[config.mk]
export PLATFORM = sky130hd
export DESIGN_NAME = ander2_arbiter
export DESIGN_NICKNAME = d
export VERILOG_FILES = /design/src/rtl/ander2_arb_pkg.sv /design/src/rtl/ander2.sv /design/src/rtl/ander2_arbiter_rr_pick.sv /design/src/rtl/ander2_arbiter.sv
export SDC_FILE = /design/constraint.sdc
export NUM_CORES = 1
export LEC_CHECK = 0
export BUFFER_PORTS_ARGS = -buffer_cell sky130_fd_sc_hd__clkbuf_2
export CAP_MARGIN = 20
export CORE_UTILIZATION = 50
export CTS_CLUSTER_SIZE = 40
export DETAILED_ROUTE_END_ITERATION = 12
export GPL_TIMING_DRIVEN = 0
export PLACE_DENSITY_LB_ADDON = 0.2
export SLEW_MARGIN = 20
export SYNTH_ARGS = -nofsm -noshare
export SYNTH_HDL_FRONTEND = slang
export SYNTH_SLANG_ARGS = --single-unit
[constraint.sdc]
create_clock -name clk -period 6.63 [get_ports clk]
set_input_delay 0 -clock clk [delete_from_list [all_inputs] [get_ports clk]]
set_output_delay 0 -clock clk [all_outputs]
set_load 0.01 [all_outputs]
[src/rtl/ander2_arb_pkg.sv]
// Shared types and helpers for the ander2 round-robin arbiter.
package ander2_arb_pkg;

    // Controller states; the unused 2'd3 code is steered back to IDLE.
    typedef enum logic [1:0] {
        IDLE = 2'd0,
        EXEC = 2'd1,
        RESP = 2'd2
    } state_t;

    // Width of a requester index; never less than one bit.
    function automatic int id_width(input int n);
        return (n <= 1) ? 1 : $clog2(n);
    endfunction

endpackage

[src/rtl/ander2.sv]
// Single-bit two-input AND cell; one instance per datapath bit.
module ander2 (
    input  logic a,
    input  logic b,
    output logic y
);

    assign y = a & b;

endmodule

[src/rtl/ander2_arbiter_rr_pick.sv]
// Combinational round-robin picker: first set request at or after ptr, wrapping.
module rr_pick
    import ander2_arb_pkg::*;
#(
    parameter int N_REQ = 4,
    parameter int ID_W  = id_width(N_REQ)
) (
    input  logic [N_REQ-1:0] req,
    input  logic [ID_W-1:0]  ptr,
    output logic [N_REQ-1:0] grant,
    output logic [ID_W-1:0]  idx,
    output logic             any
);

    int             cand;
    logic [ID_W-1:0] cand_idx;

    // Walk ptr, ptr+1, ... modulo N_REQ and keep the first requester found.
    // NOTE: every output and temporary gets a default before the loop so no latch is inferred.
    always_comb begin
        grant    = '0;
        idx      = '0;
        any      = 1'b0;
        cand     = 0;
        cand_idx = '0;
        for (int k = 0; k < N_REQ; k++) begin
            cand     = (int'(ptr) + k) % N_REQ;
            cand_idx = ID_W'(cand);
            if (!any && req[cand_idx]) begin
                grant[cand_idx] = 1'b1;
                idx             = cand_idx;
                any             = 1'b1;
            end
        end
    end

endmodule

[src/rtl/ander2_arbiter.sv]
// Time-shares one bank of ander2 cells among N_REQ requesters with
// round-robin arbitration and a tagged valid/ready result port.
module ander2_arbiter
    import ander2_arb_pkg::*;
#(
    parameter  int N_REQ  = 4,
    parameter  int DATA_W = 1,
    localparam int ID_W   = id_width(N_REQ)
) (
    input  logic                    clk,
    input  logic                    rst,
    input  logic [N_REQ-1:0]        req_valid,
    input  logic [N_REQ*DATA_W-1:0] req_a,
    input  logic [N_REQ*DATA_W-1:0] req_b,
    output logic [N_REQ-1:0]        req_ready,
    output logic                    rsp_valid,
    input  logic                    rsp_ready,
    output logic [DATA_W-1:0]       rsp_res,
    output logic [ID_W-1:0]         rsp_id,
    output logic                    busy
);

    state_t             state;
    state_t             state_next;

    logic [ID_W-1:0]    ptr;
    logic [N_REQ-1:0]   pick_grant;
    logic [ID_W-1:0]    pick_idx;
    logic               pick_any;
    logic               accept;

    logic [DATA_W-1:0]  op_a;
    logic [DATA_W-1:0]  op_b;
    logic [ID_W-1:0]    op_id;
    logic [DATA_W-1:0]  and_out;

    rr_pick #(
        .N_REQ (N_REQ),
        .ID_W  (ID_W)
    ) u_pick (
        .req   (req_valid),
        .ptr   (ptr),
        .grant (pick_grant),
        .idx   (pick_idx),
        .any   (pick_any)
    );

    // A request is taken only from IDLE, and never while reset is held.
    assign accept = (state == IDLE) && pick_any && !rst;

    // State register.
    // NOTE: sequential state uses <= so every register samples pre-edge values.
    always_ff @(posedge clk or posedge rst) begin
        if (rst) begin
            state <= IDLE;
        end else begin
            state <= state_next;
        end
    end

    // Next-state: IDLE -> EXEC on a grant, EXEC -> RESP, RESP -> IDLE on handshake.
    always_comb begin
        state_next = IDLE;
        case (state)
            IDLE:    state_next = pick_any ? EXEC : IDLE;
            EXEC:    state_next = RESP;
            RESP:    state_next = rsp_ready ? IDLE : RESP;
            default: state_next = IDLE;
        endcase
    end

    // Outputs decoded from state; the grant strobe is visible only in IDLE.
    always_comb begin
        req_ready = '0;
        rsp_valid = 1'b0;
        busy      = 1'b0;
        case (state)
            IDLE: begin
                if (!rst) begin
                    req_ready = pick_grant;
                end
            end
            EXEC: begin
                busy = 1'b1;
            end
            RESP: begin
                busy      = 1'b1;
                rsp_valid = 1'b1;
            end
            default: begin
                busy = 1'b0;
            end
        endcase
    end

    // On acceptance, capture the winner's operands and tag, and advance the pointer past it.
    always_ff @(posedge clk or posedge rst) begin
        if (rst) begin
            ptr   <= '0;
            op_a  <= '0;
            op_b  <= '0;
            op_id <= '0;
        end else if (accept) begin
            op_a  <= req_a[int'(pick_idx)*DATA_W +: DATA_W];
            op_b  <= req_b[int'(pick_idx)*DATA_W +: DATA_W];
            op_id <= pick_idx;
            ptr   <= (pick_idx == ID_W'(N_REQ - 1)) ? '0 : pick_idx + 1'b1;
        end
    end

    // Bitwise ander2 bank on the operand registers; no cross-bit logic.
    for (genvar k = 0; k < DATA_W; k++) begin : g_bank
        ander2 u_and (
            .a (op_a[k]),
            .b (op_b[k]),
            .y (and_out[k])
        );
    end

    // Register the result and tag in EXEC; they then hold through RESP.
    always_ff @(posedge clk or posedge rst) begin
        if (rst) begin
            rsp_res <= '0;
            rsp_id  <= '0;
        end else if (state == EXEC) begin
            rsp_res <= and_out;
            rsp_id  <= op_id;
        end
    end

endmodule

# Word level (Yosys, flattened, before mapping)
# Cells that the tools add are included.
# W data, S select, Z words.
word_totals:
  register_bits: 11
  out_inout_bits: 9
  elab_cells: 79
  in_bits: 15
classes:
  n_bitwise: 4
  eq_ne: 3
  n_addsub: 4
  magnitude_cmp: 8
  muxes: 36
  shift: 2
  reduce_logical: 15
op_table:
  columns: ["operator", "n"]
  rows:
  - ["$mux W4", 6]
  - ["$mux W1", 15]
  - ["$lt A2 B3 Y1 const B", 4]
  - ["$mux W2", 6]
  - ["$or A4 B4 Y4", 3]
  - ["$logic_and A1 B1 Y1", 9]
  - ["$bmux W1 S2", 4]
  - ["$demux W1 S2", 4]
  - ["$ge A2 B1 Y1 const B", 4]
  - ["$shiftx A4 B3 Y1", 2]
  - ["$pmux W2 S3", 1]
  - ["$add A2 B1 Y2 const B", 2]
  - ["$add A2 B2 Y2 const B", 2]
  - ["$eq A2 B2 Y1 const B", 2]
  - ["$logic_not A1 Y1", 4]
  - ["$eq A2 B1 Y1 const B", 1]
  - ["$logic_not A2 Y1", 1]
  - ["$reduce_or A2 Y1", 1]
  - ["$and A1 B1 Y1", 1]

# Logic depth before layout (Yosys ltp)
logic_depth:
  ltp_word: 14
  ltp_mapped: 12

# Modules after synthesis
# Synthesis repeated with hierarchy kept, for this count alone.
unflattened:
  hier_cells: 87
  hier_area_um2: 998.5
by_module_without_submodules:
  columns: ["mod", "cells_per_inst", "n_inst", "area_per_inst_um2"]
  rows:
  - ["ander2_arbiter", 41, 1, 570.5]
  - ["rr_pick", 45, 1, 421.7]
  - ["ander2", 1, 1, 6.3]

# Worst setup path after synthesis
# No wires, ideal clock.
synth_timing:
  path_type: "register to register"
  from: "register ptr[0]"
  to: "register op_b"
  stages_incl_launch_ff: 12
  t_arrival_ps: 2810
  n_path_buf: 3
  path_slack_ps: 3682
  period_less_slack_ps: 2948
  cell_sequence: "dfrtp_1 buf_6 clkbuf_1 inv_1 ha_1 clkbuf_1 mux4_2 nor2b_4 or2_4 mux2_1 o211ai_1 o221ai_1"
synth_via:
  elab_chain_len: 14
synth_rtl:
  columns: ["item", "line_no", "source"]
  rows:
  - ["start: declaration", "ander2_arbiter.sv:26", "logic [ID_W-1:0] ptr;"]
  - ["start signal: assignment", "ander2_arbiter.sv:107", "ptr <= (pick_idx == ID_W'(N_REQ - 1)) ? '0 : pick_idx + 1'b1;"]
  - ["parallel branches: the longest is 14 deep, another holds $add A2 B1 Y2", null, null]
  - ["end signal: assignment", "ander2_arbiter.sv:105", "op_b <= req_b[int'(pick_idx)*DATA_W +: DATA_W];"]
  - ["end: declaration", "ander2_arbiter.sv:33", "logic [DATA_W-1:0] op_b;"]
# Parallel ways; which one is timed is not known. The select of a mux whose other input is x is not followed.
# A chain may end at the register's enable or synchronous reset.

# Worst setup path after layout
# Same ends and word-level chain as after synthesis.

==> results.ini <==
[final_layout]
area_growth_pct=17.3
final_layout_size_suffix_gt1_frac=0.247
n_fill_cell=175
layout.nets=179
diodes=0

[yosys]
synth.cell_area_um2=1070
ys_types=38
postSynthCellCount=123
yosys.area.top_type_share=0.257
synthArstFlopShare=1.00
yosysSeqAreaShare=0.257
synth_top_area_cell=dfrtp_1
ys_top_cells_by_count=nor2_1, ha_1, nand2_1
synth_edf_count=0
synth_area_leaders=dfrtp_1, ha_1, mux4_2
yosys_warnings=0
post-synth-top-count-cell=nor2_1
syn_nets=151
ys.flop_type=dfrtp_1
postSynthAreaPerCell_um2=8.72
ys_ff_latch=11

[detailed_routing]
wl_per_cell_um=13.8
num_vias=995
drtIter0Drc=11
drt-total-wl_mm=2.45
ant_nets=0
avgViaCountPerCell=5.62
drt_pass1_iterations=4
drcViolationCount=0

[floorplan]
die_area_um2=2330
initial_core_util=0.541
core_um2=1980
io_pins=24
die_w_um=48.3
num_rows=16
die_height_um=48.3

[sta]
hold_slack_ns=0.0376
drv_slew=0
setup_viol=0
setup-tns-final_ns=0
skew_ns=0.00464
finalCritPeriodShare=0.527
relSlewSlack=0.663
finalHoldViolations=0
clock.fmax_ghz=0.286
grt_setup_unrepaired=false
period_needed_ns=3.50
worst_slew_pin_slew_ns=0.501

[placement]
hpwl_mm=1.96
portBuffers=21
gp_congestion=0.872

[global_route]
grt_max_degree=13
grt_pass1_wl_mm=4.43
overflow=0
antenna_found_initial=0
grt_pass1_vias=1019
track_usage=0.241

[pwr]
power.leakage_nw=0.569
vdd_drop_max_mv=0.253
power_per_cell_area_nw_per_um2=448

[critical_path]
worst-r2r-cell-count=11
max_stage_delay_ns=0.46
cp_top_family=buffers and inverters
crit_top_cell=clkbuf_1
worstPathRequired_ns=6.77
critPathLaunchType=register
worstPathMaxFanout=10
r2r_setup_slack_ns=3.13
critPathKind=register to register
arrival_ns=3.64
r2r-start=ptr[0]$_DFFE_PP0P_
crit_buf_inv=4
r2r-end=op_b$_DFFE_PP0P_
cp_cell_sequence=buf_6 -> clkbuf_1 -> inv_1 -> ha_1 -> clkbuf_1 -> mux4_2 -> nor2b_4 -> or2_4 -> mux2_1 -> o211ai_1 -> o221ai_1
worst_path_max_delay_cell=mux4_2
crit_path_end_kind=register

[min_path]
hold_end=op_b$_DFFE_PP0P_
hold_path_class=input port to register
holdPathStages=3
min-delay-start=req_b[2]

[run]
drv_cap=0

[clocking]
cts_tree=done
ctsHtreeMaxLevel=1
cts-root-buf=clkbuf_4
cts_sinks=11
clk_latency_ns=0.27
clkTransAtPathRegs_ns=0.07
clk_path_buf_depth=2
cts_buffers=3

[status]
status=finished, final reports clean

-- tightest hold or removal path: stages --
cell and delay, ns:
clkbuf_2 0.07, mux2i_1 0.06, o221ai_1 0.14
-- placed cells by master (no fill, tap or decap), types with 2 or more instances in the layout --
cell type | Yosys | routed
a22oi_1 | 4 | 4
mux2i_1 | 2 | 2
a211oi_1 | 3 | 3
clkbuf_1 | 5 | 6
nor2b_1 | 2 | 2
dlygate4sd3_1 | 0 | 2
o211ai_1 | 2 | 2
dfrtp_1 | 11 | 11
inv_1 | 7 | 7
clkbuf_4 | 0 | 3
o21ai_0 | 6 | 6
clkbuf_2 | 0 | 21
a221oi_1 | 4 | 4
nor2_1 | 17 | 17
mux2_2 | 3 | 3
nand3_1 | 2 | 2
o221ai_1 | 2 | 2
a31oi_1 | 2 | 2
ha_1 | 13 | 13
o22ai_1 | 2 | 2
nand2_1 | 13 | 13
mux4_2 | 3 | 3
or3_1 | 2 | 2
-- state kept, by name (all words and copies together), names as in the netlist --
signal / flops
op_a: 1
rsp_res: 1
op_id: 2
ptr: 2
op_b: 1
rsp_id: 2
state: 2
-- worst max path at each step --
stage | start | endpoint | slack, ns | cells after the start
floorplan | ptr[0]$_DFFE_PP0P_ | op_b$_DFFE_PP0P_ | 3.68 | 11
global placement | ptr[0]$_DFFE_PP0P_ | op_b$_DFFE_PP0P_ | 3.29 | 11
detailed placement | ptr[0]$_DFFE_PP0P_ | op_b$_DFFE_PP0P_ | 3.15 | 11
CTS | ptr[0]$_DFFE_PP0P_ | op_b$_DFFE_PP0P_ | 3.13 | 11
global route | ptr[0]$_DFFE_PP0P_ | op_b$_DFFE_PP0P_ | 2.84 | 11
finish | ptr[0]$_DFFE_PP0P_ | op_b$_DFFE_PP0P_ | 3.13 | 11
-- layout make-up --
type                    count  area, µm²  area share
repair buffers             23        125      0.0995
flip-flops and latches     11        275       0.219
plain buffers               7       35.0      0.0279
inverters                   7       26.3      0.0209
multi-input cells          98        736       0.585
clock buffers               4       26.3      0.0209
well taps                  27       33.8      0.0269
-- what timing repair did --
item	CTS	global route
hold endpoints to repair	12	0
resized for setup	0	0
setup buffers	0	0
hold buffers	2	0
-- stage by stage --
step | instances | area, µm² | worst slack [ns] | util | power [W]
finish | 177 | 1260 | 3.13 | 0.634 | 0.000563
global route | 177 | 1260 | 2.84 | 0.634 | 0.000623
CTS | 177 | 1260 | 3.13 | 0.634 | 0.000565
detailed placement | 171 | 1210 | 3.15 | 0.611 | 0.000515
global placement | 171 | 1210 | 3.29 | 0.611 | 0.000495
floorplan | 123 | 1070 | 3.68 | - | 0.000422
-- power breakdown --
group          switching [W]  internal (W)
Clock              0.0000228     0.0000233
Sequential         0.0000279     0.0000989
Combinational       0.000223      0.000168
Total               0.000273      0.000290
-- per-layer routing --
layer / GRT usage / part of all wire / vias to the layer above
met3: 0.0472 / 0.026 / 0
met4: 0.0539 / 0 / 0
li1: - / - / 500
met2: 0.439 / 0.52 / 21
met5: 0 / 0 / -
met1: 0.293 / 0.46 / 474
-- cell families after synthesis --
kind of cell             after synthesis  synth area share
AO/OA/AOI/OAI                         32             0.214
buffers and inverters                 14            0.0572
adder cells (fa/ha/maj)               13             0.152
AND/OR/NAND/NOR                       44             0.197
flip-flops                            11             0.257
multiplexers                           9             0.124
Power figures use the tool's default switching activity.
